===== src/rtl/keypad_scan_ctrl.sv =====
// 4x4 matrix keypad scanner: column drive, row sync, per-scan debounce,
// and a small key FIFO with sticky overflow and a level interrupt.
module keypad_scan_ctrl #(
   parameter int COL_CYCLES     = 100_000,
   parameter int DEBOUNCE_SCANS = 3,
   parameter int FIFO_DEPTH     = 4
) (
   input  logic       axi_aclk,
   input  logic       axi_areset,
   output logic [3:0] keypad_col,
   input  logic [3:0] keypad_row,
   input  logic       scan_en,
   output logic [3:0] key_code,
   output logic [7:0] key_ascii,
   output logic       key_valid,
   input  logic       key_ready,
   output logic       ovf,
   input  logic       ovf_clr,
   output logic       irq,
   input  logic       irq_en
);

   localparam int            CW     = $clog2(COL_CYCLES);
   localparam int            AW     = $clog2(FIFO_DEPTH);
   localparam logic [CW-1:0] CC_MAX = CW'(COL_CYCLES - 1);
   localparam logic [CW-1:0] CC_ONE = CW'(1);
   localparam logic [AW:0]   P_ONE  = (AW+1)'(1);
   localparam logic [3:0]    DB_N   = 4'(DEBOUNCE_SCANS);

   typedef enum logic [1:0] {
      S_IDLE,
      S_PRESS_DB,
      S_HELD,
      S_REL_DB
   } state_t;

   logic [3:0]    r_row_s1;
   logic [3:0]    r_row_s2;
   logic          r_run;
   logic [CW-1:0] r_cc;
   logic [1:0]    r_ci;
   logic [1:0]    r_hits;
   logic [3:0]    r_last;
   state_t        r_state;
   logic [3:0]    r_cand;
   logic [3:0]    r_dc;
   logic          r_push;
   logic [3:0]    r_mem [FIFO_DEPTH];
   logic [AW:0]   r_wp;
   logic [AW:0]   r_rp;
   logic          r_ovf;
   logic          r_irq;

   logic          w_act;
   logic          w_sample;
   logic          w_done;
   logic [2:0]    w_nlow;
   logic [1:0]    w_lrow;
   logic [2:0]    w_hsum;
   logic [1:0]    w_hits;
   logic [3:0]    w_code;
   logic          w_none;
   logic          w_single;
   logic          w_empty;
   logic          w_full;
   logic          w_pop;
   logic          w_wr;
   logic          w_drop;
   logic [3:0]    w_head;

   always_ff @(posedge axi_aclk or posedge axi_areset) begin
      if (axi_areset) begin
         r_row_s1 <= 4'hF;
         r_row_s2 <= 4'hF;
         r_run    <= 1'b0;
      end else begin
         r_row_s1 <= keypad_row;
         r_row_s2 <= r_row_s1;
         r_run    <= 1'b1;
      end
   end

   // Scanning only runs one cycle after reset release and while enabled
   assign w_act      = r_run & scan_en;
   assign keypad_col = w_act ? ~(4'b0001 << r_ci) : 4'hF;
   assign w_sample   = w_act && (r_cc == CC_MAX);
   assign w_done     = w_sample && (r_ci == 2'd3);

   always_comb begin
      w_nlow = 3'd0;
      w_lrow = 2'd0;
      for (int i = 0; i < 4; i++) begin
         if (!r_row_s2[i]) begin
            w_nlow = w_nlow + 3'd1;
            w_lrow = 2'(i);
         end
      end
   end

   assign w_hsum   = {1'b0, r_hits} + w_nlow;
   assign w_hits   = (w_hsum >= 3'd2) ? 2'd2 : w_hsum[1:0];
   assign w_code   = (w_nlow != 3'd0) ? {w_lrow, r_ci} : r_last;
   assign w_none   = (w_hits == 2'd0);
   assign w_single = (w_hits == 2'd1);

   always_ff @(posedge axi_aclk or posedge axi_areset) begin
      if (axi_areset) begin
         r_cc   <= '0;
         r_ci   <= 2'd0;
         r_hits <= 2'd0;
         r_last <= 4'd0;
      end else if (!w_act) begin
         r_cc   <= '0;
         r_ci   <= 2'd0;
         r_hits <= 2'd0;
         r_last <= 4'd0;
      end else if (w_sample) begin
         r_cc <= '0;
         r_ci <= r_ci + 2'd1;
         if (r_ci == 2'd3) begin
            r_hits <= 2'd0;
            r_last <= 4'd0;
         end else begin
            r_hits <= w_hits;
            r_last <= w_code;
         end
      end else begin
         r_cc <= r_cc + CC_ONE;
      end
   end

   always_ff @(posedge axi_aclk or posedge axi_areset) begin
      if (axi_areset) begin
         r_state <= S_IDLE;
         r_cand  <= 4'd0;
         r_dc    <= 4'd0;
         r_push  <= 1'b0;
      end else begin
         r_push <= 1'b0;
         if (!w_act) begin
            r_state <= S_IDLE;
            r_cand  <= 4'd0;
            r_dc    <= 4'd0;
         end else if (w_done) begin
            unique case (r_state)
               S_IDLE: begin
                  if (w_single) begin
                     r_cand <= w_code;
                     if (DB_N == 4'd1) begin
                        r_push  <= 1'b1;
                        r_state <= S_HELD;
                        r_dc    <= 4'd0;
                     end else begin
                        r_state <= S_PRESS_DB;
                        r_dc    <= 4'd1;
                     end
                  end
               end
               S_PRESS_DB: begin
                  if (w_single && (w_code == r_cand)) begin
                     if (r_dc + 4'd1 == DB_N) begin
                        r_push  <= 1'b1;
                        r_state <= S_HELD;
                        r_dc    <= 4'd0;
                     end else begin
                        r_dc <= r_dc + 4'd1;
                     end
                  end else begin
                     r_state <= S_IDLE;
                     r_dc    <= 4'd0;
                  end
               end
               S_HELD: begin
                  if (w_none) begin
                     if (DB_N == 4'd1) begin
                        r_state <= S_IDLE;
                        r_dc    <= 4'd0;
                     end else begin
                        r_state <= S_REL_DB;
                        r_dc    <= 4'd1;
                     end
                  end
               end
               S_REL_DB: begin
                  if (w_none) begin
                     if (r_dc + 4'd1 == DB_N) begin
                        r_state <= S_IDLE;
                        r_dc    <= 4'd0;
                     end else begin
                        r_dc <= r_dc + 4'd1;
                     end
                  end else begin
                     r_state <= S_HELD;
                     r_dc    <= 4'd0;
                  end
               end
            endcase
         end
      end
   end

   assign w_empty = (r_wp == r_rp);
   assign w_full  = (r_wp[AW] != r_rp[AW]) &&
                    (r_wp[AW-1:0] == r_rp[AW-1:0]);
   assign w_pop   = ~w_empty & key_ready;
   // A same-cycle pop frees the slot, so a push into a full FIFO still lands
   assign w_wr    = r_push & (~w_full | w_pop);
   assign w_drop  = r_push & w_full & ~w_pop;

   always_ff @(posedge axi_aclk) begin
      if (w_wr) begin
         r_mem[r_wp[AW-1:0]] <= r_cand;
      end
   end

   always_ff @(posedge axi_aclk or posedge axi_areset) begin
      if (axi_areset) begin
         r_wp  <= '0;
         r_rp  <= '0;
         r_ovf <= 1'b0;
         r_irq <= 1'b0;
      end else begin
         if (w_wr) begin
            r_wp <= r_wp + P_ONE;
         end
         if (w_pop) begin
            r_rp <= r_rp + P_ONE;
         end
         if (w_drop) begin
            r_ovf <= 1'b1;
         end else if (ovf_clr) begin
            r_ovf <= 1'b0;
         end
         r_irq <= ~w_empty & irq_en;
      end
   end

   assign w_head    = w_empty ? 4'd0 : r_mem[r_rp[AW-1:0]];
   assign key_code  = w_head;
   assign key_valid = ~w_empty;
   assign ovf       = r_ovf;
   assign irq       = r_irq;

   always_comb begin
      key_ascii = 8'h31;
      case (w_head)
         4'd0:  key_ascii = 8'h31;
         4'd1:  key_ascii = 8'h32;
         4'd2:  key_ascii = 8'h33;
         4'd3:  key_ascii = 8'h41;
         4'd4:  key_ascii = 8'h34;
         4'd5:  key_ascii = 8'h35;
         4'd6:  key_ascii = 8'h36;
         4'd7:  key_ascii = 8'h42;
         4'd8:  key_ascii = 8'h37;
         4'd9:  key_ascii = 8'h38;
         4'd10: key_ascii = 8'h39;
         4'd11: key_ascii = 8'h43;
         4'd12: key_ascii = 8'h30;
         4'd13: key_ascii = 8'h46;
         4'd14: key_ascii = 8'h45;
         4'd15: key_ascii = 8'h44;
         default: key_ascii = 8'h31;
      endcase
   end

endmodule


===== config.mk =====
export PLATFORM = sky130hd
export DESIGN_NAME = keypad_scan_ctrl
export DESIGN_NICKNAME = d
export VERILOG_FILES = /design/src/rtl/keypad_scan_ctrl.sv
export SDC_FILE = /design/constraint.sdc
export NUM_CORES = 1
export LEC_CHECK = 0
export BUFFER_PORTS_ARGS = -buffer_cell sky130_fd_sc_hd__buf_2
export CORE_UTILIZATION = 50
export CTS_CLUSTER_SIZE = 8
export DETAILED_ROUTE_END_ITERATION = 10
export PLACE_DENSITY = 0.68
export SETUP_SLACK_MARGIN = 0.3
export SLEW_MARGIN = 20
export SYNTH_ARGS = -nofsm -noshare
export SYNTH_HDL_FRONTEND = slang
export SYNTH_SLANG_ARGS = --single-unit

===== constraint.sdc =====
create_clock -name axi_aclk -period 3.8 [get_ports axi_aclk]
set_input_delay 1.14 -clock axi_aclk [delete_from_list [all_inputs] [get_ports axi_aclk]]
set_output_delay 1.14 -clock axi_aclk [all_outputs]
set_load 0.02 [all_outputs]

# [Word-level counts from Yosys, hierarchy flattened]
# Memories as Yosys holds them, arrays and structs flattened.
# Index checks and enable logic that the tools add are counted.
[totals] n_memories=2 in_bits=10 elab_cells=120 ramBits=16 register_bits=53 output_inout_bits=19 romBits=112
[op_classes] n_eq_ne=19 muxes=51 order_cmp=1 n_bitwise=11 shift=1 n_reduce_logical=11 add_sub_neg=9
[memory_table] name="(name not given)" depth=16 word_bits=7 read_ports=1 rd_ports_with_merged_regs=0 wr=0 line_no="246" source="case (w_head)"
[memory_table] name="r_mem" depth=4 word_bits=4 read_ports=1 rd_ports_with_merged_regs=0 wr=1 line_no="48" source="logic [3:0] r_mem [FIFO_DEPTH];"
[op_table] op="two-way mux 4 bit" count=17
[op_table] op="two-way mux 17 bit" count=2
[op_table] op="two-way mux 2 bit" count=16
[op_table] op="adder 17 x 1 -> 17 bit, second input constant" count=1
[op_table] op="equality test 17 bit, second input constant" count=1
[op_table] op="one-hot mux 4 bit (4 select lines)" count=1
[op_table] op="adder 3 x 1 -> 3 bit, second input constant" count=5
[op_table] op="two-way mux 1 bit" count=11
[op_table] op="two-way mux 3 bit" count=3
[op_table] op="inequality test 2 x 1 -> 1 bit, second input constant" count=4
[op_table] op="inequality test 4 bit, second input constant" count=2
[op_table] op="one-hot mux 2 bit (4 select lines)" count=1
[op_table] op="AND 1 bit" count=6
[op_table] op="equality test 2 bit, second input constant" count=3
[op_table] op="inequality test 3 bit, second input constant" count=2
[op_table] op="AND reduction 3 bit" count=2
[op_table] op="AND reduction 5 bit" count=1
[op_table] op="adder 4 x 1 -> 4 bit, second input constant" count=1
[op_table] op="equality test 2 x 1 -> 1 bit, second input constant" count=2
[op_table] op="equality test 4 x 2 -> 1 bit, second input constant" count=1
[op_table] op="equality test 4 bit" count=1
[op_table] op="logical AND 1 bit" count=4
[op_table] op="zero test 2 bit" count=2
[op_table] op="inverter 4 bit" count=1
[op_table] op="11 further kinds" count=13

# [Depth between registers and ports, before layout]
# Gate-level depths: netlist (run 1).
[depth] depth_word=16 depth_mapped=13 depth_no_buf=13

# [Least setup slack after synthesis (run 1)]
# OpenSTA, ideal clock, no wires.
[synth_path] path_type="reg2out" start="register r_rp[0]" end="output key_ascii[5]" setup_slack_ns=0.085 path_buffers=2 stages_incl_launch_ff=9 arrival_time_ns=2.575 cell_sequence="dfrtp_1 clkbuf_1 xnor2_1 nand3_1 o211ai_1 inv_1 ha_1 a21oi_1 buf_4"
[synth_between] elab_chain_cells=3
[synth_rtl] item="start, declared" line_no="50" source="logic [AW:0] r_rp;"
[synth_rtl] item="start signal, assigned" line_no="227" source="r_rp <= r_rp + P_ONE;"
[synth_rtl] item="memory (4 x 4 bit) or equality test 3 bit (tied branches)"
[synth_rtl] item="two-way mux 4 bit (*)" line_no="238" source="assign w_head = w_empty ? 4'd0 : r_mem[r_rp[AW-1:0]];"
[synth_rtl] item="via key_code[0]" line_no="13" source="output logic [3:0] key_code,"
[synth_rtl] item="memory (16 x 7 bit) (*)"
[synth_rtl] item="end, declared" line_no="14" source="output logic [7:0] key_ascii,"
# Mark *: on every way through the listed nets, which the timed path passes. The rest lies on a longest branch.

# [Worst setup path in the final report (run 1)]
[layout_path] start="register r_rp[0]" end="output key_ascii[2]"
[layout_between] elab_chain_cells=3
[layout_rtl] item="memory (4 x 4 bit) or equality test 3 bit (tied branches)"
[layout_rtl] item="two-way mux 4 bit (*)" line_no="238"
[layout_rtl] item="memory (16 x 7 bit) (*)"
# Every way passes the cells marked *; elsewhere a longest branch is shown, timed or not.

==> key figures, run 1 <==
Timing
  • Setup_tns: 0 ps
  • # setup viols final: 0
  • Final Hold Viols: 0
  • Worst hold slack: 357 ps
  • Final worst slack: 364 ps
  • Fin crit period: 3440 ps
  • RSZ-0062 raised after global routing: yes
  • Fin. max-slew vios: 0
  • Max Clock Freq: 291 MHz
  • Final Cycle Share: 0.904
  • Slew @ Worst Pin: 822 ps
  • Skew final: 7.68 ps
  • Relative slew slack: 0.447

Critical path
  • Reg2Reg Depth: 12
  • CP max stage delay: 580 ps
  • Worst reg2reg setup slack: 450 ps
  • Instance count on the critical path: 8
  • CP required: 2660 ps
  • Slowest-stage cell, CP: mux4_2
  • Crit start category: register
  • Crit path kind: reg2out
  • WP buf/inv: 2
  • RR Startpoint: r_row_s2[1]$_DFF_PP1_
  • Setup crit end: key_ascii[2]
  • Critical Path Start: r_rp[0]$_DFFE_PP0P_
  • Crit path cell chain: mux4_2 -> nand2_4 -> ha_1 -> inv_1 -> mux2i_1 -> a22oi_2 -> a31oi_2 -> buf_4
  • Critical path endpoint category: primary output
  • Worst Path Max Fanout: 5
  • FF-to-FF End: r_dc[0]$_DFFE_PP0P_
  • CP top delay family: multiplexers
  • Critical path data arrival time: 2300 ps

Logic synthesis
  • Synth area leaders: dfrtp_1 (31%), edfxtp_1 (13%), ha_1 (7.5%)
  • Number of flops mapped to enable cells by yosys: 16
  • Top cell type's share of synthesized area: 0.308
  • Synth area leader: dfrtp_1
  • Dominant synthesized flop cell: dfrtp_1
  • Top-count cell post-synth: dfrtp_1
  • Net Count, Synth: 379
  • Syn Inst Count: 346
  • Unique masters post-synth: 49
  • Avg Inst Size Synth: 10.6 um^2
  • Register area share after synthesis: 0.496
  • Post-synth ARST share: 0.768
  • Synth top cells by count: dfrtp_1 (45), nor2_1 (40), nand2_1 (30)
  • Yosys warnings: 0
  • Synthesized cell area: 3660 um^2
  • Yosys reg bits: 69

Clock network
  • Total CTS buffers: 9
  • Clk_lat worst skew: 340 ps
  • CTS root buf: clkbuf_8
  • Clock Path Buffers: 2
  • Clock-pin slew on the worst setup and hold paths: 70 ps
  • # H-tree levels: 3
  • Clock tree sinks: 69
  • CTS tree: done

Power and ir drop
  • Net Sw Frac: 0.236
  • Cell leakage power: 1.91 nW
  • VDD IR max: 288 uV
  • P_int: 1.12 mW
  • Total power: 1.46 mW
  • Flop pwr share: 0.528
  • Sw power: 345 uW
  • Comb power frac: 0.079
  • Clock power share: 0.393
  • Pwr per Cell Area: 335 nW/um^2

Floorplanning
  • FP Rows: 30
  • Initial Util: 0.527
  • DIE AREA: 7670 um^2
  • Die H: 87.6 um
  • Chip width: 87.6 um
  • Num ports: 29
  • Core area: 6940 um^2

Final layout
  • Multi-input gate area: 1880 um^2
  • Area Growth Syn to Fin: 19.1%
  • Reg area: 1820 um^2
  • Fillers: 541
  • Layout cell share with drive strength beyond 1: 0.257
  • Final net count: 421
  • Antenna diode count: 0
  • Final Cell Area: 4360 um^2

Routing
  • Via count: 2,551
  • DRT antenna net count: 0
  • Post-Route WL: 6700 um
  • Wire length per cell: 13.7 um
  • # DRC: 0
  • Drt pass-1 iters: 4
  • Routed vias/inst: 5.22
  • Initial DRC Count: 118

Place
  • Detailed Place HPWL: 4670 um
  • RD Place Congestion: 0.788
  • Port Buf Inserts: 27
  • Post-Place Worst Slack: 162 ps
  • Placed cell areas: 3900 um^2

Status
  • Status: finished, final reports clean

Global route
  • Total Routing Usage GR: 0.189
  • Vias in the first global route: 2,375
  • Remaining global-route overflow: 0
  • Initial antenna violation count: 0
  • Largest net degree at the start of global routing: 29
  • First-pass GRT wire length: 10,800 um

Run
  • Max Cap Violations: 0

Min path
  • HP Class: reg2reg
kinds of logic (layout without fill, tap and decap cells):
kind of cell,Yosys count,after routing,share of synthesized area
xor+xnor,34,34,0.0813
fa+ha+maj,23,23,0.0807
mux,14,14,0.0499
flops,69,69,0.496
buf+inv,34,81,0.0383
compound gates,37,37,0.0725
other cells,2,2,0.00205
simple gates,133,133,0.179
state kept, by name, summed over array words and instances, names as in the netlist:
signal	cells
irq	1
r_row_s1	4
r_state	2
r_dc	4
r_rp	3
r_mem	16
r_ci	2
r_cand	4
r_hits	2
r_wp	3
r_row_s2	4
r_run	1
r_push	1
r_cc	17
ovf	1
r_last	4
layer usage:
layer / vias up / part of all wire / GRT usage
met5: - / 0 / 0
met4: 0 / 0.018 / 0.103
met3: 11 / 0.028 / 0.0405
met2: 54 / 0.51 / 0.321
met1: 1213 / 0.44 / 0.225
li1: 1273 / - / -
what timing repair did:
action | 4_1_cts | 5_1_grt
hold buffers | 0 | 0
setup buffers | 9 | 3
pin swaps | 4 | 15
endpoints found under the setup margin | 12 | 11
cloned | 0 | 0
gates resized for setup | 7 | 29
placed cells by master (no fill, tap or decap), drive strengths merged, types with 5 or more instances in the layout:
cell type  instances
dfrtp             45
buf               43
nor2              41
nand2             30
xnor2             23
inv               22
ha                22
nand3             19
edfxtp            16
o21ai             13
xor2              11
clkbuf             9
dfstp              8
mux2i              7
nor2b              6
and3               6
and2               6
a21oi              6
clkinv             6
nor3               5
a22oi              5
area by class of cell:
| class | count | area share |
|---|---|---|
| clock buffer | 9 | 0.0284 |
| sequential | 69 | 0.417 |
| tap | 96 | 0.0275 |
| clock inverter | 7 | 0.0152 |
| inverter | 22 | 0.0189 |
| multi-input combinational | 243 | 0.430 |
| timing repair buffer | 43 | 0.0625 |
worst register-to-register path, delay by kind of cell, from the launching register on:
| family | cells | cell delay (ps) |
|---|---|---|
| and+or+nand+nor | 2 | 330 |
| AOI/OAI and AO/OA | 3 | 820 |
| xor gates and xnor gates | 2 | 380 |
| muxes | 1 | 280 |
| buffers and inverters | 1 | 50 |
| adders and majority gates | 3 | 850 |
| DFF | 1 | 550 |
how the worst min path moves through the flow:
| stage | start | end | slack [ps] | cells after the start |
|---|---|---|---|---|
| 2_1_floorplan | r_row_s1[0]$_DFF_PP1_ | r_row_s2[0]$_DFF_PP1_ | 350 | 0 |
| 3_3_place_gp | r_row_s1[3]$_DFF_PP1_ | r_row_s2[3]$_DFF_PP1_ | 350 | 0 |
| 3_5_place_dp | r_row_s1[3]$_DFF_PP1_ | r_row_s2[3]$_DFF_PP1_ | 350 | 0 |
| 4_1_cts | r_row_s1[3]$_DFF_PP1_ | r_row_s2[3]$_DFF_PP1_ | 360 | 0 |
| 5_1_grt | r_row_s1[3]$_DFF_PP1_ | r_row_s2[3]$_DFF_PP1_ | 360 | 0 |
| 6_report | r_row_s1[3]$_DFF_PP1_ | r_row_s2[3]$_DFF_PP1_ | 360 | 0 |
power groups by stage:
stage	clock [mW]	combinational [mW]	sequential, mW
after floorplan	0	0.0678	0.781
after global placement	0	0.0860	0.784
after detailed placement	0	0.0881	0.784
after CTS	0.588	0.0973	0.769
after global routing	0.624	0.126	0.771
final	0.574	0.116	0.771
stage by stage:
stage           util  std cells
2_1_floorplan      -        346
3_3_place_gp   0.562        461
3_5_place_dp   0.562        461
4_1_cts        0.604        486
5_1_grt        0.628        489
6_report       0.628        489
Power figures use the tool's default switching activity.
==> inputs of run 2 (changes only) <==
- CORE_UTILIZATION: 50 -> 60
- PLACE_DENSITY: 0.68 -> 0.8
==> run 2 against run 1 <==
  * Utilization increased by 9.9 points
  * Critical endpoint unchanged
  * Worst setup slack got worse by 47 ps
  * Critical path depth is 1 higher
  * Sequential cell count unchanged
  * Clock power down 7.8%
  * Combinational power fell by 8%
  * Wire length grew 1.6%
  * Clock skew is 2.6 ps higher
  * First-iteration DRC count rose by 5.1%
==> key figures, run 2 (same netlist as run 1, synthesis figures left out) <==
Critical path
  • Top cell by count, worst path: buf_4
  • Slowest-stage cell, CP: dfrtp_2
  • Crit path kind: reg2out
  • FF-to-FF End: r_dc[0]$_DFFE_PP0P_
  • Reg2Reg Depth: 13 (+1)
  • Critical path data arrival time: 2340 ps (+40 ps)
  • CP max stage delay: 450 ps (-130 ps)
  • CP required: 2660 ps (about the same)
  • Crit start category: register
  • Critical path endpoint category: primary output
  • Worst reg2reg setup slack: 350 ps (-100 ps)
  • RR Startpoint: r_row_s2[0]$_DFF_PP1_
  • Crit path cell chain: mux2_4 -> o211ai_1 -> buf_4 -> ha_4 -> inv_2 -> mux2i_1 -> a22oi_2 -> a31oi_2 -> buf_4
  • Worst Path Max Fanout: 4 (-1)

Routing
  • Routed vias/inst: 5.48 (+5.0%)
  • # DRC: 0 (unchanged)
  • Wire length per cell: 14.5 um (+5.9%)
  • Drt pass-1 iters: 4 (unchanged)
  • DRT antenna net count: 0 (unchanged)
  • Post-Route WL: 6800 um (+1.6%)
  • Initial DRC Count: 124 (+5.1%)
  • Via count: 2,568 (+0.67%)

Clock network
  • Hold Buf Count CTS: 0 (unchanged)
  • CTS root buf: clkbuf_8
  • Clock Path Buffers: 2 (unchanged)
  • # H-tree levels: 3 (unchanged)
  • CTS tree: done
  • Clk_lat worst skew: 340 ps (about the same)
  • Total CTS buffers: 9 (unchanged)
  • Clock tree sinks: 69 (unchanged)
  • Clock-pin slew on the worst setup and hold paths: 70 ps (about the same)

Global route
  • Total Routing Usage GR: 0.226 (+0.0375)
  • Largest net degree at the start of global routing: 54 (+86%)
  • Vias in the first global route: 2,538 (+6.9%)
  • Remaining global-route overflow: 0 (unchanged)
  • Initial antenna violation count: 0 (unchanged)
  • First-pass GRT wire length: 10,900 um (+0.58%)

Floorplanning
  • Core area: 5890 um^2 (-15%)
  • DIE AREA: 6420 um^2 (-16%)
  • FP Rows: 28 (-6.7%)
  • Num ports: 29 (unchanged)
  • Die H: 80.1 um (-8.5%)
  • Initial Util: 0.622 (+0.0948)
  • Chip width: 80.1 um (-8.5%)

Timing
  • Relative slew slack: 0.404 (-0.0426)
  • Max Clock Freq: 287 MHz (-1.4%)
  • Final Cycle Share: 0.917 (+0.0124)
  • Skew final: 10.2 ps (+2.56 ps)
  • Slew @ Worst Pin: 894 ps (+71.5 ps)
  • Final Hold Viols: 0 (unchanged)
  • RSZ-0062 raised after global routing: yes
  • Fin crit period: 3480 ps (+47.2 ps)
  • Final worst slack: 317 ps (-47.2 ps)
  • Setup_tns: 0 ps (unchanged)
  • # setup viols final: 0 (unchanged)
  • Fin. max-slew vios: 0 (unchanged)

Run
  • Max Cap Violations: 0 (unchanged)

Status
  • Status: finished, final reports clean

Final layout
  • Commonest non-fill, non-tap cells in the layout: dfrtp_1 (42), nor2_1 (39), nand2_1 (28), buf_2 (26)
  • Top reg by flops: r_cc
  • Max reg flops: 17 (unchanged)
  • Final Cell Area: 4280 um^2 (-1.9%)
  • Area Growth Syn to Fin: 16.8%
  • Most common cell after layout, fill and taps aside: dfrtp_1
  • Layout cell share with drive strength beyond 1: 0.259 (+0.00189)
  • Antenna diode count: 0 (unchanged)
  • Fin util: 0.727 (+0.0987)
  • Final net count: 422 (+0.24%)

Place
  • Post-Place Worst Slack: 86.6 ps (-75.4 ps)
  • RD Place Congestion: 0.813 (+3.1%)
  • Port Buf Inserts: 27 (unchanged)
  • Detailed Place HPWL: 4670 um (about the same)
  • Placed cell areas: 3860 um^2 (-1.1%)

Power and ir drop
  • Pwr per Cell Area: 329 nW/um^2 (-1.8%)
  • Cell leakage power: 1.87 nW (-1.8%)
  • VDD IR max: 284 uV (-1.3%)

Min path
  • Hold Path Sink: r_row_s2[2]$_DFF_PP1_
  • HP Class: reg2reg
  • Worst Hold Launch: r_row_s1[2]$_DFF_PP1_
  • Hold path depth: 0 (unchanged)
[run 2: cell types whose count changed in the layout (fill, tap and decap cells not counted), sizes merged]
cell	change
buf	+1
bufinv	-1
clkbuf	+4
clkinv	-4
clkinvlp	+2
inv	-1
[run 2: critical path: cells and delay by family (launching register included)]
family                     cells  cell delay (ps)
AOI/OAI and AO/OA              3              560
buffers and inverters          3              400
muxes                          2              460
DFF                            1              450
adders and majority gates      1              130
[run 2: repair_timing]
item,CTS,global route
hold endpoints to repair,0,0
pin swaps,6,13
endpoints found under the setup margin,13,11
buffers inserted,8,7
resized for setup,10,16
[run 2: routing by layer]
metal  GRT usage  share of wire
met3      0.0682          0.038
met4       0.104          0.020
met1       0.243           0.42
met2       0.407           0.52
met5           0              0
[run 2: worst max-delay path by stage]
stage                          start             endpoint  slack (ps)  cells past startpoint
6_report         r_rp[1]$_DFFE_PP0P_         key_ascii[2]         320                      9
5_1_grt        r_row_s2[1]$_DFF_PP1_  r_dc[3]$_DFFE_PP0P_         170                     13
4_1_cts          r_rp[2]$_DFFE_PP0P_         key_ascii[2]         310                     10
3_5_place_dp   r_row_s2[0]$_DFF_PP1_  r_dc[0]$_DFFE_PP0P_          90                     12
3_3_place_gp   r_row_s2[0]$_DFF_PP1_  r_dc[0]$_DFFE_PP0P_         310                     12
2_1_floorplan    r_rp[0]$_DFFE_PP0P_         key_ascii[5]         320                      8
[run 2: stage by stage]
step                power [mW]  cells  hold slack (ps)
floorplan                0.848    346              345
global placement         0.868    438              347
detailed placement       0.871    438              349
CTS                       1.41    462              355
global route              1.47    469              360
finish                    1.41    469              354
[run 2: power breakdown]
| part | internal [mW] | leakage (nW) | switching (mW) |
|---|---|---|---|
| Clock | 0.272 | 0.0857 | 0.258 |
| Sequential | 0.765 | 0.891 | 0.00627 |
| Combinational | 0.0459 | 0.895 | 0.0608 |
| Total | 1.08 | 1.87 | 0.325 |
[run 2: layout make-up]
| cell class | instances | area, um^2 |
|---|---|---|
| Sequential cell | 69 | 1820 |
| Timing Repair Buffer | 44 | 265 |
| Tap cell | 75 | 93.8 |
| Fill cell | 420 | 1610 |
| Clock inverter | 3 | 20.0 |
| Inverter | 22 | 83.8 |
| Multi-Input combinational cell | 243 | 1840 |
| Clock buffer | 13 | 159 |
==> inputs of run 3 (changes only) <==
- PLACE_DENSITY: 0.8 -> 0.92
- REMOVE_ABC_BUFFERS: default -> 1
==> run 3 against run 2 <==
  * Sequential power hardly changed
  * Maximum frequency is 1.3% higher
  * Final cell count stayed put
==> key figures, run 3 (same netlist as run 1, synthesis figures left out) <==
Critical path
  • Critical path endpoint category: primary output
  • Crit path kind: reg2out
  • WP buf/inv: 2 (-1)
  • CP max stage delay: 560 ps (+110 ps)
  • Worst Path Max Fanout: 4 (unchanged)
  • Reg2Reg Depth: 12 (-1)
  • Crit path cell chain: mux4_2 -> nand2_4 -> inv_1 -> ha_2 -> nor2_1 -> a22oi_1 -> a31oi_1 -> buf_4
  • Slowest-stage cell, CP: mux4_2
  • CP required: 2660 ps (about the same)
  • Crit start category: register
  • Critical path data arrival time: 2300 ps (-40 ps)
  • CP top delay family: multiplexers
  • Instance count on the critical path: 8 (-1)

Timing
  • Final Cycle Share: 0.905 (-0.0113)
  • Fin crit period: 3440 ps (-43.0 ps)
  • Setup_tns: 0 ps (unchanged)
  • RSZ-0062 raised after global routing: yes
  • Max Clock Freq: 291 MHz (+1.3%)
  • Slew @ Worst Pin: 874 ps (-19.5 ps)
  • Skew final: 9.48 ps (-0.759 ps)
  • Fin. max-slew vios: 0 (unchanged)
  • Relative slew slack: 0.412 (+0.00763)
  • # setup viols final: 0 (unchanged)
  • Worst hold slack: 358 ps (+3.72 ps)
  • Final Hold Viols: 0 (unchanged)

Final layout
  • Antenna diode count: 0 (unchanged)
  • Finished Layout Cells: 469 (unchanged)
  • Top reg by flops: r_cc
  • Area Growth Syn to Fin: 16.7%
  • Multi-input gate area: 1820 um^2 (-0.95%)
  • Final Cell Area: 4270 um^2 (-0.12%)
  • Final net count: 422 (unchanged)
  • Fillers: 399 (-5.0%)
  • Reg area: 1820 um^2 (unchanged)
  • Layout cell share with drive strength beyond 1: 0.251 (-0.00761)
  • Max reg flops: 17 (unchanged)
  • Most common cell after layout, fill and taps aside: dfrtp_1
  • Commonest non-fill, non-tap cells in the layout: dfrtp_1 (42), nor2_1 (40), nand2_1 (28), buf_2 (26)

Clock network
  • CTS root buf: clkbuf_8
  • Clock Path Buffers: 2 (unchanged)
  • Clock-pin slew on the worst setup and hold paths: 70 ps (about the same)
  • # H-tree levels: 3 (unchanged)
  • CTS tree: done
  • Total CTS buffers: 9 (unchanged)
  • Clock tree sinks: 69 (unchanged)
  • Clk_lat worst skew: 350 ps (about the same)
  • Hold Buf Count CTS: 0 (unchanged)

Status
  • Status: finished, final reports clean

Routing
  • Via count: 2,628 (+2.3%)
  • Wire length per cell: 15.5 um (+6.8%)
  • Routed vias/inst: 5.60 (+2.3%)
  • Initial DRC Count: 116 (-6.5%)
  • DRT antenna net count: 0 (unchanged)
  • Post-Route WL: 7260 um (+6.8%)
  • # DRC: 0 (unchanged)
  • Drt pass-1 iters: 4 (unchanged)

Min path
  • Hold path depth: 0 (unchanged)
  • HP Class: reg2reg

Power and ir drop
  • VDD IR max: 324 uV (+14%)
  • Pwr per Cell Area: 343 nW/um^2 (+4.2%)
  • Clock power share: 0.397 (+0.021)
  • Flop pwr share: 0.526 (-0.022)
  • Sw power: 350 uW (+7.8%)
  • Net Sw Frac: 0.239 (+0.00832)
  • P_int: 1.11 mW (+2.9%)
  • Comb power frac: 0.077 (about the same)
  • Cell leakage power: 1.86 nW (-0.52%)
  • Total power: 1.46 mW (+4.1%)

Run
  • Max Cap Violations: 0 (unchanged)

Global route
  • First-pass GRT wire length: 11,400 um (+4.7%)
  • Total Routing Usage GR: 0.238 (+0.0113)
  • Largest net degree at the start of global routing: 54 (unchanged)
  • Vias in the first global route: 2,569 (+1.2%)
  • Initial antenna violation count: 0 (unchanged)
  • Remaining global-route overflow: 0 (unchanged)

Floorplanning
  • Num ports: 29 (unchanged)
  • Die H: 80.1 um (unchanged)
  • Core area: 5890 um^2 (unchanged)
  • DIE AREA: 6420 um^2 (unchanged)
  • Initial Util: 0.622 (unchanged)
  • Chip width: 80.1 um (unchanged)
  • FP Rows: 28 (unchanged)

Place
  • Placed cell areas: 3860 um^2 (unchanged)
  • RD Place Congestion: 0.854 (+5.0%)
  • Detailed Place HPWL: 4820 um (+3.1%)
  • Port Buf Inserts: 27 (unchanged)
  • Placed insts: 440 (+0.46%)
==> run 3: cell types whose count changed in the layout (fill, tap and decap cells not counted), sizes merged <==
cell | before | now
clkbuf | 13 | 10
clkinv | 2 | 4
bufinv | 0 | 1
==> run 3: path summary, 6_finish.rpt <==
kind	slack (ps)	from	endpoint
max	360	r_rp[0]$_DFFE_PP0P_	key_ascii[2]
min	360	r_row_s1[2]$_DFF_PP1_	r_row_s2[2]$_DFF_PP1_
max reg2reg	360	r_row_s2[1]$_DFF_PP1_	r_dc[0]$_DFFE_PP0P_
min reg2reg	360	r_row_s1[2]$_DFF_PP1_	r_row_s2[2]$_DFF_PP1_
max in group asynchronous	2280	axi_areset	r_rp[1]$_DFFE_PP0P_
min in group asynchronous	940	axi_areset	ovf$_DFFE_PP0P_
==> run 3: timing repair <==
action	4_1_cts	5_1_grt
pin swaps	3	14
buffers inserted	4	9
hold endpoints to repair	0	0
endpoints found under the setup margin	13	12
gates resized for setup	11	15
==> run 3: routing by layer <==
layer / part of all wire / wire [um] / vias to the layer above / GRT usage
li1: - / - / 1274 / -
met1: 0.41 / 3010 / 1279 / 0.265
met2: 0.53 / 3890 / 66 / 0.436
met3: 0.038 / 277 / 9 / 0.0614
met4: 0.012 / 88 / 0 / 0.0839
met5: 0 / 0 / - / 0
==> run 3: cell type report <==
cell class / count / share of cell area
clock buffer: 10 / 0.0299
clock inverter: 6 / 0.0149
inverter: 22 / 0.0196
multi-input combinational: 243 / 0.425
sequential: 69 / 0.426
tap: 75 / 0.0220
timing repair buffer: 44 / 0.0621
==> run 3: metrics by stage <==
stage	util	worst slack (ps)
2_1_floorplan	-	199
6_report	0.726	360
5_1_grt	0.726	192
3_5_place_dp	0.656	110
4_1_cts	0.702	292
3_3_place_gp	0.656	322
==> run 3: power groups by stage <==
stage | Combinational (mW) | Sequential [mW] | Clock (mW)
2_1_floorplan | 0.0630 | 0.783 | 0
3_3_place_gp | 0.0828 | 0.784 | 0
3_5_place_dp | 0.0865 | 0.784 | 0
4_1_cts | 0.0935 | 0.770 | 0.590
5_1_grt | 0.124 | 0.771 | 0.616
6_report | 0.112 | 0.770 | 0.582
